<file path="config.mk">
export PLATFORM = sky130hd
export DESIGN_NAME = cactus_collision_detector
export DESIGN_NICKNAME = d
export VERILOG_FILES = /design/src/rtl/cactus_collision_detector.sv
export SDC_FILE = /design/constraint.sdc
export NUM_CORES = 1
export LEC_CHECK = 0
export CORE_ASPECT_RATIO = 1.75
export CORE_UTILIZATION = 50
export CTS_BUF_LIST = sky130_fd_sc_hd__clkbuf_16
export CTS_CLUSTER_SIZE = 40
export DETAILED_ROUTE_END_ITERATION = 10
export PLACE_DENSITY_LB_ADDON = 0.05
export RECOVER_POWER = 100
export SLEW_MARGIN = 20
export SYNTH_ARGS = -nofsm -noshare
export SYNTH_HDL_FRONTEND = slang
export SYNTH_SLANG_ARGS = --single-unit
</file>
<file path="constraint.sdc">
create_clock -name clk -period 2.8 [get_ports clk]
set_input_delay 0.84 -clock clk [delete_from_list [all_inputs] [get_ports clk]]
set_output_delay 0.84 -clock clk [all_outputs]
set_load 0.01 [all_outputs]
</file>
<file path="src/rtl/cactus_collision_detector.sv">
// Scans four cactus slots against the dino hitbox once per position update,
// confirming collisions over consecutive scans and counting cactuses passed.
module cactus_collision_detector #(
  parameter int DINO_X      = 100,
  parameter int DINO_W      = 40,
  parameter int CACTUS_W    = 24,
  parameter int CACTUS_H    = 48,
  parameter int HIT_CONFIRM = 2
) (
  input  logic        clk,
  input  logic        rst,
  input  logic [11:0] cactus0,
  input  logic [11:0] cactus1,
  input  logic [11:0] cactus2,
  input  logic [11:0] cactus3,
  input  logic        cactus_sync,
  input  logic [9:0]  dino_alt,
  input  logic        restart,
  output logic        game_over,
  output logic [1:0]  hit_index,
  output logic [15:0] score,
  output logic        scan_done
);

  localparam logic [12:0] LEFT_EDGE  = 13'(DINO_X);
  localparam logic [12:0] RIGHT_EDGE = 13'(DINO_X + DINO_W - 1);
  localparam logic [12:0] CW_M1      = 13'(CACTUS_W - 1);
  localparam logic [9:0]  ALT_LIM    = 10'(CACTUS_H);
  localparam logic [2:0]  CONFIRM    = 3'(HIT_CONFIRM);

  typedef enum logic [1:0] {IDLE, SCAN, EVAL, OVER} state_t;

  state_t      state;
  logic [11:0] snap_p0 [4];
  logic [9:0]  alt_p0;
  logic [11:0] prev [4];
  logic [1:0]  slot;
  logic [3:0]  ovl_mask;
  logic [2:0]  pass_cnt;
  logic [2:0]  hit_cnt;
  logic        any_ovl;
  logic [2:0]  cnt_next;
  logic        confirm;
  logic [1:0]  first_idx;

  function automatic logic overlap_f(input logic [11:0] c, input logic [9:0] alt);
    logic [12:0] cz;
    cz = {1'b0, c};
    return !c[11] && (cz <= RIGHT_EDGE) && ((cz + CW_M1) >= LEFT_EDGE) && (alt < ALT_LIM);
  endfunction

  function automatic logic pass_f(input logic [11:0] p, input logic [11:0] c);
    return !p[11] && !c[11] && ({1'b0, p} <= RIGHT_EDGE) && ({1'b0, c} > RIGHT_EDGE);
  endfunction

  function automatic logic [15:0] sat_add(input logic [15:0] s, input logic [2:0] n);
    logic [16:0] sum;
    sum = {1'b0, s} + {14'b0, n};
    return sum[16] ? 16'hFFFF : sum[15:0];
  endfunction

  always_comb begin
    any_ovl   = |ovl_mask;
    cnt_next  = any_ovl ? hit_cnt + 3'd1 : 3'd0;
    confirm   = any_ovl && (cnt_next >= CONFIRM);
    first_idx = 2'd0;
    if (ovl_mask[0])      first_idx = 2'd0;
    else if (ovl_mask[1]) first_idx = 2'd1;
    else if (ovl_mask[2]) first_idx = 2'd2;
    else if (ovl_mask[3]) first_idx = 2'd3;
  end

  always_ff @(posedge clk or negedge rst) begin
    if (!rst) begin
      state     <= IDLE;
      game_over <= 1'b0;
      score     <= 16'd0;
      hit_index <= 2'd0;
      scan_done <= 1'b0;
      hit_cnt   <= 3'd0;
      slot      <= 2'd0;
      ovl_mask  <= 4'd0;
      pass_cnt  <= 3'd0;
      alt_p0    <= 10'd0;
      for (int i = 0; i < 4; i++) begin
        snap_p0[i] <= 12'd0;
        prev[i]    <= 12'hFFF;
      end
    end else begin
      scan_done <= 1'b0;
      if (restart) begin
        state     <= IDLE;
        game_over <= 1'b0;
        score     <= 16'd0;
        hit_index <= 2'd0;
        hit_cnt   <= 3'd0;
        for (int i = 0; i < 4; i++) prev[i] <= 12'hFFF;
      end else begin
        case (state)
          // Stage p0: capture a consistent snapshot of all slots and the dino height
          IDLE: if (cactus_sync) begin
            snap_p0[0] <= cactus0;
            snap_p0[1] <= cactus1;
            snap_p0[2] <= cactus2;
            snap_p0[3] <= cactus3;
            alt_p0     <= dino_alt;
            slot       <= 2'd0;
            ovl_mask   <= 4'd0;
            pass_cnt   <= 3'd0;
            state      <= SCAN;
          end
          // One slot per cycle: accumulate overlap mask and pass count
          SCAN: begin
            ovl_mask[slot] <= overlap_f(snap_p0[slot], alt_p0);
            pass_cnt       <= pass_cnt + {2'b0, pass_f(prev[slot], snap_p0[slot])};
            slot           <= slot + 2'd1;
            if (slot == 2'd3) state <= EVAL;
          end
          // Register scan results; a confirming scan leaves score untouched
          EVAL: begin
            hit_cnt   <= cnt_next;
            scan_done <= 1'b1;
            for (int i = 0; i < 4; i++) prev[i] <= snap_p0[i];
            if (any_ovl) hit_index <= first_idx;
            if (confirm) begin
              game_over <= 1'b1;
              state     <= OVER;
            end else begin
              score <= sat_add(score, pass_cnt);
              state <= IDLE;
            end
          end
          OVER: state <= OVER;
          default: state <= IDLE;
        endcase
      end
    end
  end

endmodule

</file>
Word-level counts from Yosys, hierarchy flattened --
Index checks and enable logic that the tools add are counted.
Storage, ports and cells: output and inout bits 20, logic and storage cells 105, register bits 140, input port bits 62
Operators by class: $add $sub $neg 5, reductions and logical operators 22, bitwise logic cells 2, mux-type cells 41, $lt $le $gt $ge 9, equal/unequal tests 8
Operators by type and width (number):
- $mux 48 | 2
- $mux 16 | 4
- $bmux 12 s2 | 2
- $mux 12 | 4
- $le 12x8->1 const B | 2
- $mux 2 | 12
- $add 16x3->17 | 1
- $add 12x5->13 const B | 1
- $ge 13x7->1 const B | 1
- $gt 12x8->1 const B | 1
- $mux 3 | 4
- $lt 10x6->1 const B | 1
- $logic_and 1x1->1 | 8
- $pmux 2 s4 | 1
- $pmux 4 s2 | 1
- $reduce_and 2->1 | 4
- $reduce_bool 2->1 | 4
- $eq 2x2->1 const B | 3
- $mux 1 | 6
- $ne 3x3->1 const B | 2
- $pmux 3 s2 | 1
- $reduce_and 3->1 | 2
- $bwmux 4 | 1
- $mux 4 | 1
- 16 further kinds | 18

Longest topological paths before layout --
depth in word-level cells 10, depth in mapped cells 11, mapped depth without buffers 11

Worst setup path after synthesis --
OpenSTA, ideal clock, no wires.
path type register to register, start reg slot[0], end reg pass_cnt[2], slack 366 ps, cell stages (with the launch flop) 11, library setup time 132 ps, arrival time 2303 ps, path through dfrtp_1 buf_6 mux4_2 a2111oi_4 o21ai_2 and2_1 ha_1 ha_1 nand2_1 xor2_1 nor2_1
Between the ends: cells in the longest elaborated chain, start to end 10, elaborated cells between the ends (all ways) 16, those cells by class add/sub: 1; order compare: 2; mux: 7; bitwise: 1; reduce/logical: 5
Ends and longest elaborated chain:
- start: declaration | RTL line 37 | logic [1:0] slot;
- start signal: assignment | RTL line 116 | slot <= slot + 2'd1;
- $not 2->3 (not written as such) (*) | RTL line 115 | pass_cnt <= pass_cnt + {2'b0, pass_f(prev[slot], snap_p0[slot])};
- branches (longest 6 deep; another with $le 12x8->1)
- $logic_and 1x1->1 (*) | RTL line 53 | return !p[11] && !c[11] && ({1'b0, p} <= RIGHT_EDGE) && ({1'b0, c} > RIGHT_EDGE);
- $add 3x1->3 (*) | RTL line 115
- $pmux 3 s2 (*) | RTL line 99 | case (state)
- end signal: assignment | RTL line 115
- end: declaration | RTL line 39 | logic [2:0] pass_cnt;
Every way passes the cells marked *. The select of a mux whose other input is x is not followed. A chain may end at the register's enable or synchronous reset.

Worst setup path in the final report --
Same ends and word-level chain as after synthesis.

==> summary.md <==
| Metric | Value |
|---|---|
| Clock Sinks | `128` |
| Worst Clk Skew | `around 7.5 ps` |
| Clock slew at reported path FFs | `around 60 ps` |
| Syn_nets | `around 750` |
| Met1 global-route usage | `29.1%` |
| Synth Area in Compound Gates | `approximately 10%` |
| Crit share post-route | `approximately 92%` |
| Post-synth cell types | `53` |
| Cell row count | `53` |
| Die area | `around 13000 sq um` |
| Power Dens Cells | `approximately 670 nW/um^2` |
| Post-synth EDFFs | `0` |
| Final HPWL DP | `between 10000 and 15000 um` |
| Fmax | `roughly 390 MHz` |
| Die width | `roughly 86 um` |
| Hold-fix buffers, CTS | `0` |
| Final std cells w/o fill | `between 900 and 1000` |
| Pin count of the biggest net entering global routing | `between 50 and 60` |
| End-of-flow core utilization | `64.1%` |
| Starting Density | `between 50% and 60%` |
| Syn Inst Count | `between 600 and 700` |
| Gr usage total | `around a quarter` |
| Postcts setup bufs | `0` |
| Avg Cell Area, Syn | `slightly above 9 sq um` |
| # DRC | `0` |
| Avg WL per Cell | `16.4 um` |
| Initial antenna violation count | `1` |
| Worst hold-check slack | `~470 ps` |
| DR pass1 iterations | `4` |
| Initial drt markers | `229` |
| Vias in the first global route | `between 5000 and 6000` |
| Clk_lat worst skew | `~420 ps` |
| CTS buffer count | `17` |
| Synth Flop Type | `dfrtp_1` |
| CP arrival | `2880 ps` |
| Routability cong. | `between 0.8 and 0.9` |
| H-Tree Depth | `4` |
| Final wirelength | `between 15000 and 20000 um` |
| Fin crit period | `~2600 ps` |
| Setup TNS | `0 ps` |
| Status | `finished, final reports clean` |
| Hold Fails Final Rpt | `0` |
| Buf+Inv Stages, Crit Path | `1` |
| CP endpoint kind | `flip-flop` |
| Grt total ovfl | `0` |
| Share of post-route cells with drive strength above 1 | `approximately 14%` |
| Max Cap Viol | `0` |
| Via density | `roughly 5.4` |
| Largest family of logic cells by synthesized area | `simple AND/OR/NAND/NOR gates` |
| Met3 GRT Util | `5.59%` |
| CORE AREA | `roughly 12000 sq um` |
| CP startpoint kind | `flip-flop` |
| Kind of critical path | `flip-flop to flip-flop` |
| Met2 Usage GRT | `a little under half` |
| Synth Area in Simple Gates | `27.4%` |
| Critical Path RT | `about 3100 ps` |
| PortBufs | `a little under 80` |
| Crit-path leading delay family | `multiplexers` |
| DP Worst Slack | `~190 ps` |
| Cell mode on critical path | `ha_1` |
| Final setup viols | `0` |
| Mapped Area | `6190 sq um` |
| Dpl cells | `between 800 and 900` |
| CTS Buffer Depth | `2` |
| Antenna-violating nets left | `0` |
| Max FO, Critical Path | `8` |
| Slew Viols, Final | `0` |
| Register area | `about 3300 sq um` |
| First-pass GRT wire length | `roughly 25000 um` |
| Multi-input gate area | `roughly 2800 sq um` |
| Tightest Pin Transition | `1430 ps` |
| Leakage power | `roughly 3.6 nW` |
| Clock tree from TritonCTS | `done` |
| Top-Level Pins | `82` |
| RSZ-0062 raised after global routing | `false` |
| Filler Cell Count | `slightly above 1000` |
| Yosys reg bits | `between 100 and 150` |
| GRT Max-Usage Layer | `met2` |
| Post-synthesis sequential area ratio | `between 50% and 60%` |
| Xor and xnor fraction of the mapped netlist area | `less than 1%` |
| Worst path slowest cell | `mux4_2` |
| Worst-path cell chain | `buf_4, mux4_2, a2111oi_2, o21ai_2, and2_1, ha_1, ha_1, nand2_1, xor2_1, nor2_1` |
| Slew headroom | `4.15%` |
| Total number of vias | `5055` |
| Tightest Hold Check Type | `flip-flop to flip-flop` |
| Final Net Count | `824` |
| Final WS setup | `~220 ps` |
| Area growth from synthesis to layout | `24.9%` |
| CP peak stage delay | `~560 ps` |
| Die height | `between 100 and 150 um` |
| Post-Synth Adder-Cell Area | `2.34%` |
| Share of synthesized registers carrying an async set or reset | `100%` |
| Clk root buf | `clkbuf_16` |
| Max IR drop VDD | `~540 uV` |
| Synthesis Warnings | `0` |
| Mux share of post-synthesis cell area | `under 10%` |
[layout by cell type, fill, tap and decap left out, types with 5 or more instances in the layout]
cell,netlist,layout
nand2_1,271,271
dfrtp_1,88,87
clkdlybuf4s50_1,0,56
nand3b_1,42,42
dfstp_2,40,40
o21ai_0,29,32
nor2_1,24,24
dlygate4sd3_1,0,20
clkbuf_16,0,17
a21oi_1,13,13
ha_1,10,10
buf_4,0,10
a22o_1,9,9
nand3_1,8,8
nor3_1,8,8
inv_1,7,7
mux4_2,7,7
clkbuf_1,36,7
nor4_1,6,6
nor2b_1,5,5
or2_2,5,5
a31oi_1,5,5
clkinvlp_4,0,5
[registers in the layout, summed over array words and instances, names as in the netlist]
name,cells
snap_p0,48
prev,40
score,16
alt_p0,6
ovl_mask,4
hit_cnt,3
pass_cnt,3
hit_index,2
slot,2
state,2
game_over,1
scan_done,1
[repair_timing]
| item | 4_1_cts | 5_1_grt |
|---|---|---|
| hold endpoints to repair | 0 | 0 |
| resized for setup | 0 | 1 |
| endpoints found under the setup margin | 0 | 1 |
[worst reg2reg max path: stages (launching register included)]
cell       delay (ps)
dfrtp_2           450
buf_4             210
mux4_2            560
a2111oi_2         340
o21ai_2           120
and2_1            160
ha_1              180
ha_1              180
nand2_1            70
xor2_1            150
nor2_1             50
[per-stage QoR]
stage / total power [W] / instance area (sq um)
after floorplan: 0.00277 / 6190
after global placement: 0.00311 / 7230
after detailed placement: 0.00315 / 7230
after CTS: 0.00528 / 7800
after global routing: 0.00545 / 7730
final: 0.00521 / 7740
[layer usage]
| layer | wire [um] | up-vias | part of all wire (%) |
|---|---|---|---|
| li1 | - | 2426 | - |
| met1 | 5730 | 2474 | 38 |
| met2 | 8490 | 120 | 56 |
| met3 | 455 | 35 | 3.0 |
| met4 | 552 | 0 | 3.6 |
| met5 | 0 | - | 0 |
[final timing paths]
check                                             from                 endpoint  slack (ps)  cells after the start
worst max-delay path               slot[0]$_DFFE_PN0P_  pass_cnt[2]$_DFFE_PN0P_         220                     10
worst min-delay path            snap_p0[1]$_DFFE_PN0P_   snap_p0[1]$_DFFE_PN0P_         470                      2
worst max register to register     slot[0]$_DFFE_PN0P_  pass_cnt[2]$_DFFE_PN0P_         220                     10
worst min register to register  snap_p0[1]$_DFFE_PN0P_   snap_p0[1]$_DFFE_PN0P_         470                      2
max in group asynchronous                          rst  snap_p0[12]$_DFFE_PN0P_         600                      2
min in group asynchronous                          rst    score[11]$_DFFE_PN0P_         630                      1
[power by group]
part / total, W / switching, W / internal [W]
logic: 0.000822 / 0.000427 / 0.000396
clock network: 0.00212 / 0.000821 / 0.00130
registers: 0.00227 / 0.000216 / 0.00205
[synth_stat cells, drive strengths merged, types with 2 or more instances]
master | instances | share of area [%]
o31ai | 3 | 0.36
a21oi | 13 | 1.1
nor4 | 6 | 0.61
nor2 | 24 | 1.5
o21a | 2 | 0.24
clkbuf | 36 | 2.2
inv | 8 | 0.48
nand2b | 4 | 0.40
or2 | 6 | 0.61
a2111o | 2 | 0.36
nor2b | 5 | 0.50
o21ai | 34 | 2.8
nand3b | 42 | 5.1
a22o | 9 | 1.3
nand2 | 271 | 16
a31oi | 5 | 0.50
or3 | 2 | 0.20
a211o | 2 | 0.28
a2111oi | 2 | 0.89
o41ai | 2 | 0.28
xor2 | 2 | 0.28
mux4 | 11 | 4.2
nand3 | 8 | 0.65
ha | 10 | 2.0
nand4 | 3 | 0.30
dfrtp | 88 | 36
nor3 | 9 | 0.81
buf | 3 | 0.32
xnor2 | 2 | 0.28
a21o | 4 | 0.48
dfstp | 40 | 17
[logic make-up after synthesis]
logic type / after synthesis
AND/OR/NAND/NOR: 383
flip-flops: 128
AO/OA/AOI/OAI: 87
buffers and inverters: 47
multiplexers: 12
adder cells (fa/ha/maj): 11
XOR/XNOR: 4
[layout make-up]
cell class,instances,area share [%]
clock inverters,15,1.88
diodes,1,0.0323
flip-flops and latches,128,42.1
clock buffers,17,5.50
multi-input cells,497,35.5
inverters,8,0.388
repair buffers,99,11.9
well taps,165,2.67
Note: power is estimated with default switching activity, not from simulation.
